### src/rtl/irq_controller.sv
// Interrupt aggregator: latches source lines into pending bits, masks them with ENABLE and raises irq.
// Optional IRQC_SYNC_EN adds a synchronizer stage in front of the source sample flops.
`ifndef BUS_WIDTH
`define BUS_WIDTH 32
`endif
`ifndef BUS_ACC_CNT
`define BUS_ACC_CNT 3
`endif

module irq_controller #(
   parameter int N_SRC     = 8,
   parameter int ADDR_BITS = 4
) (
   input  logic                             clk,
   input  logic                             rstn,
   input  logic [ADDR_BITS-1:0]             addr,
   input  logic                             w_rb,
   input  logic [$clog2(`BUS_ACC_CNT)-1:0]  acc,
   input  logic [`BUS_WIDTH-1:0]            wdata,
   output logic [`BUS_WIDTH-1:0]            rdata,
   input  logic                             req,
   output logic                             resp,
   output logic                             fault,
   input  logic [N_SRC-1:0]                 src,
   output logic                             irq
);

   localparam int BW = `BUS_WIDTH;
   localparam int AW = $clog2(`BUS_ACC_CNT);

   logic [N_SRC-1:0] pending_r, enable_r, edge_sel_r, src_s_r, src_p_r;
   logic [BW-1:0]    rdata_r;
   logic             resp_r, fault_r, irq_r;

   logic [N_SRC-1:0] src_in_s, active_s, claim_hot_s, clear_s, rise_s;
   logic [N_SRC-1:0] pending_nxt_s, enable_nxt_s, edge_nxt_s;
   logic [BW-1:0]    claim_code_s, rdata_nxt_s;
   logic [1:0]       reg_sel_s;
   logic             acc_ok_s, wr_s, rd_s;
   logic             unused_s;

   // Lowest set bit i yields i+1; no bit set yields 0.
   function automatic logic [BW-1:0] claim_code(input logic [N_SRC-1:0] act);
      logic [BW-1:0] code;
      code = '0;
      for (int i = N_SRC - 1; i >= 0; i--) begin
         if (act[i]) begin
            code = BW'(i + 1);
         end else begin
            code = code;
         end
      end
      return code;
   endfunction

`ifdef IRQC_SYNC_EN
   logic [N_SRC-1:0] src_meta_r;

   // First synchronizer stage; src_s_r acts as the second.
   always_ff @(posedge clk or negedge rstn) begin
      if (!rstn) begin
         src_meta_r <= '0;
      end else begin
         src_meta_r <= src;
      end
   end
   assign src_in_s = src_meta_r;
`else
   assign src_in_s = src;
`endif

   assign unused_s = ^{wdata, addr};

   // Bus decode, claim selection and next-state of the register file.
   always_comb begin
      acc_ok_s     = (acc == AW'(2)) && (addr[1:0] == 2'b00);
      reg_sel_s    = addr[3:2];
      wr_s         = req & acc_ok_s & w_rb;
      rd_s         = req & acc_ok_s & ~w_rb;
      active_s     = pending_r & enable_r;
      claim_hot_s  = active_s & (~active_s + N_SRC'(1));
      claim_code_s = claim_code(active_s);
      rise_s       = src_s_r & ~src_p_r;

      if (wr_s && (reg_sel_s == 2'd0)) begin
         clear_s = wdata[N_SRC-1:0];
      end else if (rd_s && (reg_sel_s == 2'd2)) begin
         clear_s = claim_hot_s;
      end else begin
         clear_s = '0;
      end

      // Edge bits: a new rise beats any clear; level bits track the sampled line.
      pending_nxt_s = (edge_sel_r & ((pending_r & ~clear_s) | rise_s))
                    | (~edge_sel_r & src_s_r);

      if (wr_s && (reg_sel_s == 2'd1)) begin
         enable_nxt_s = wdata[N_SRC-1:0];
      end else begin
         enable_nxt_s = enable_r;
      end

      if (wr_s && (reg_sel_s == 2'd3)) begin
         edge_nxt_s = wdata[N_SRC-1:0];
      end else begin
         edge_nxt_s = edge_sel_r;
      end

      if (rd_s) begin
         case (reg_sel_s)
            2'd0:    rdata_nxt_s = BW'(pending_r);
            2'd1:    rdata_nxt_s = BW'(enable_r);
            2'd2:    rdata_nxt_s = claim_code_s;
            2'd3:    rdata_nxt_s = BW'(edge_sel_r);
            default: rdata_nxt_s = '0;
         endcase
      end else begin
         rdata_nxt_s = '0;
      end
   end

   // Register file, source sampling and bus response flops.
   always_ff @(posedge clk or negedge rstn) begin
      if (!rstn) begin
         src_s_r    <= '0;
         src_p_r    <= '0;
         pending_r  <= '0;
         enable_r   <= '0;
         edge_sel_r <= '0;
         rdata_r    <= '0;
         resp_r     <= 1'b0;
         fault_r    <= 1'b0;
         irq_r      <= 1'b0;
      end else begin
         src_s_r    <= src_in_s;
         src_p_r    <= src_s_r;
         pending_r  <= pending_nxt_s;
         enable_r   <= enable_nxt_s;
         edge_sel_r <= edge_nxt_s;
         rdata_r    <= rdata_nxt_s;
         resp_r     <= req;
         fault_r    <= req & ~acc_ok_s;
         // Same value as |(pending_r & enable_r) but straight from a flop.
         irq_r      <= |(pending_nxt_s & enable_nxt_s);
      end
   end

   assign rdata = rdata_r;
   assign resp  = resp_r;
   assign fault = fault_r;
   assign irq   = irq_r;

endmodule

### config.mk
export PLATFORM = sky130hd
export DESIGN_NAME = irq_controller
export DESIGN_NICKNAME = d
export VERILOG_FILES = /design/src/rtl/irq_controller.sv
export SDC_FILE = /design/constraint.sdc
export NUM_CORES = 1
export LEC_CHECK = 0
export ABC_AREA = 1
export BUFFER_PORTS_ARGS = -buffer_cell sky130_fd_sc_hd__buf_2
export CAP_MARGIN = 20
export CORE_MARGIN = 2
export CORE_UTILIZATION = 45
export DETAILED_ROUTE_END_ITERATION = 7
export PLACE_DENSITY = 0.78
export SLEW_MARGIN = 5
export SYNTH_ARGS = -nofsm -noshare
export SYNTH_HDL_FRONTEND = slang
export SYNTH_SLANG_ARGS = --single-unit
export TNS_END_PERCENT = 5
### constraint.sdc
create_clock -name clk -period 1.55 [get_ports clk]
set_clock_uncertainty 0.15 [all_clocks]
set_input_delay 0.2325 -clock clk [delete_from_list [all_inputs] [get_ports clk]]
set_output_delay 0.2325 -clock clk [all_outputs]
set_load 0.05 [all_outputs]
==> results by group <==
Setup path
  • Worst setup EP type: flop
  • Req. time, crit path: 1.60 ns
  • R2R setup slack: -0.07 ns
  • Crit-path max FO: 4
  • Startpoint type of the worst setup path: flop
  • Crit path kind: reg2reg
  • Reg2Reg Depth: 10
  • Crit path arrival time: 1.67 ns
  • RR Startpoint: pending_r[1]$_DFF_PN0_
  • Worst r2r dst: irq$_DFF_PN0_

STA
  • Final setup margin: -0.0703 ns
  • Period minus WS final: 1.62 ns
  • Fin crit share: 1.05
  • Final setup viols: 2
  • Max Slew Vio Count: 0
  • RSZ-0062 raised after global routing: yes
  • Post-route setup TNS: -0.0972 ns
  • Fmax achieved: approximately 600 MHz
  • Hold Violations, Final: 0

Hold path
  • WHS Path Cells: 2
  • End of the worst hold path: resp$_DFF_PN0_
  • Hold Path Class: in2reg
  • Hold Crit Start: req

CTS
  • Worst-path clk slew: approximately 0.090 ns
  • Max clock buf depth: 2
  • Worst-Skew Late Latency: 0.31 ns
  • H-tree level count: 2
  • TritonCTS Buffers: 5
  • CTS Root Buffer Type: clkbuf_8
  • CTS Sinks: slightly above 50
  • CTS tree: built

Power and ir drop
  • Clock share of power: 0.266
  • Flop pwr share: 0.527
  • Int Power: approximately 0.0019 W
  • PnR Total Power: 0.00277 W
  • Power Dens Cells: 866 nW/µm²
  • Sw frac: 0.307
  • Gate power share: 0.207
  • Static leakage: between 1.5 and 2 nW
  • Worst VDD drop: 0.000538 V
  • NetSw: roughly 0.00085 W

Placement
  • Detail Placement HPWL: 4.14 mm
  • Port bufs: 36
  • Final Wtd Congestion: roughly 0.91

Synthesis
  • Largest area contributor in the netlist: dfrtp_1
  • Share of Yosys cell area claimed by the top area cell type: 0.527
  • Yosys Warn Count: 0
  • Async S/R FF share, synth: 1.00
  • Synth Flop Type: dfrtp_1
  • EDFF count, synth: 0
  • Synth cell types: 29
  • Seq/Total Area, Yosys: 0.527
  • Post-Syn Area: 2420 µm²
  • Ranking of synthesized cells by area: dfrtp_1 (53%), nand2_1 (14%), buf_4 (7.4%)
  • Seq cells post-synth: 51
  • Synth Instances: 283
  • Synth Area per Inst: ~8.6 µm²

Floorplanning
  • DIE AREA: 5980 µm²
  • # IOs: 85
  • CORE AREA: 5140 µm²
  • Core Rows: 26
  • Die height: around 77 µm
  • Die width: ~77 µm
  • Initial core utilization: 0.471

Drt
  • Drt total wl: 5.74 mm
  • Drt initial violations: 205
  • Routed Antenna Nets: 0
  • First drt pass iteration count: 5
  • Via density: between 4 and 5
  • WL/cell: roughly 13 µm
  • Detailed-route DRC error count: 0
  • Routed vias: between 2,000 and 2,500

Global routing
  • Vias in the first global route: 2,056
  • Largest net degree at the start of global routing: 52
  • Total grt overflow: 0
  • Global-route wire length before repair: 9.39 mm
  • Global Route Usage Sum: 0.201
  • Antenna violations before repair: 0

Outcome
  • Failing checks: negative setup slack
  • Status: complete, but fails checks

Job
  • Max-Cap Viols: 0

Finish
  • Commonest non-fill, non-tap cell in the layout: nand2_1
  • Share of layout cells above drive strength 1: 0.307
  • Diode count: 0
  • Area growth, synth to finish: 32.1%
  • Nets: between 400 and 500
  • Commonest cells after routing, fill and taps aside: nand2_1 (86), dfrtp_1 (51), buf_4 (46)
## kinds of logic after synthesis
logic type | count (synthesis) | share of synthesized area
AOI/OAI and AO/OA | 38 | 0.0884
buffers and inverters | 52 | 0.121
DFF | 51 | 0.527
other | 1 | 0.00155
and+or+nand+nor | 141 | 0.262
## metrics by stage
step                      hold slack [ns]  cell area [µm²]  instances  worst slack [ns]   util
after floorplan                    -0.213             2510        306            0.0417      -
after detailed placement           0.0882             2920        428            -0.284  0.569
after global routing              0.00908             3200        451            -0.189  0.622
final                              0.0225             3200        451           -0.0703  0.622
after CTS                          0.0201             3150        448           -0.0638  0.613
after global placement             0.0816             2920        428            -0.200  0.569
## timing repair
item / CTS / global route
setup endpoints to repair: 2 / 2
resized for setup: 11 / 6
pin swaps: 3 / 3
hold buffers: 9 / 0
hold endpoints to repair: 59 / 0
setup buffers: 3 / 3
## worst max-delay path by stage
stage                                 startpoint            end  slack (ns)
after global placement                    acc[0]  irq$_DFF_PN0_       -0.20
final                     pending_r[1]$_DFF_PN0_  irq$_DFF_PN0_       -0.07
after floorplan                           acc[1]  irq$_DFF_PN0_        0.04
after detailed placement                  acc[0]  irq$_DFF_PN0_       -0.28
after CTS                  enable_r[0]$_DFF_PN0_  irq$_DFF_PN0_       -0.06
after global routing      pending_r[2]$_DFF_PN0_  irq$_DFF_PN0_       -0.19
## critical path, cell delays in order, from the launching register on
cell and delay (ns):
dfrtp_1 0.39, nand2_2 0.11, buf_4 0.15, nor2_2 0.13, nand2_1 0.08, nand3b_1 0.09, nand2_1 0.07, nand2_1 0.06
nand2_1 0.08, nor2_2 0.13, nand2_1 0.07
## power by group through the flow
stage	sequential, W	combinational [W]	clock, W
floorplan	0.00151	0.000326	0
global placement	0.00148	0.000517	0
detailed placement	0.00148	0.000528	0
CTS	0.00146	0.000559	0.000766
global route	0.00147	0.000623	0.000837
finish	0.00146	0.000571	0.000736
## synth_stat cells, types with 2 or more instances
library cell	instances
a21oi_1	5
nand3_1	17
nand2_1	92
o21ai_1	5
nor2_4	2
nor2_2	2
nor4_1	2
clkbuf_1	2
nor3_1	2
o21ai_2	2
o21ai_0	18
nand3b_1	3
buf_4	24
nor2_1	15
a31oi_1	4
dfrtp_1	51
inv_1	25
## cell type report
| type | instances | area, µm² |
|---|---|---|
| clock buffers | 6 | 72.6 |
| clock inverters | 2 | 12.5 |
| fillers | 479 | 1940 |
| inverters | 25 | 93.8 |
| multi-input cells | 203 | 986 |
| flip-flops and latches | 51 | 1280 |
| well taps | 70 | 87.6 |
| repair buffers | 94 | 667 |
## layer usage
metal | vias to the layer above | share of wire | GRT usage
li1 | 1050 | - | -
met1 | 1017 | 0.43 | 0.267
met2 | 80 | 0.50 | 0.336
met3 | 7 | 0.059 | 0.0372
met4 | 0 | 0.013 | 0.0643
met5 | - | 0 | 0
## sequential cells by signal, indices dropped and copies added, names as in the netlist
register,count
enable_r,8
pending_r,8
resp,1
irq,1
src_s_r,8
edge_sel_r,8
rdata,8
src_p_r,8
fault,1
Power figures use the tool's default switching activity.
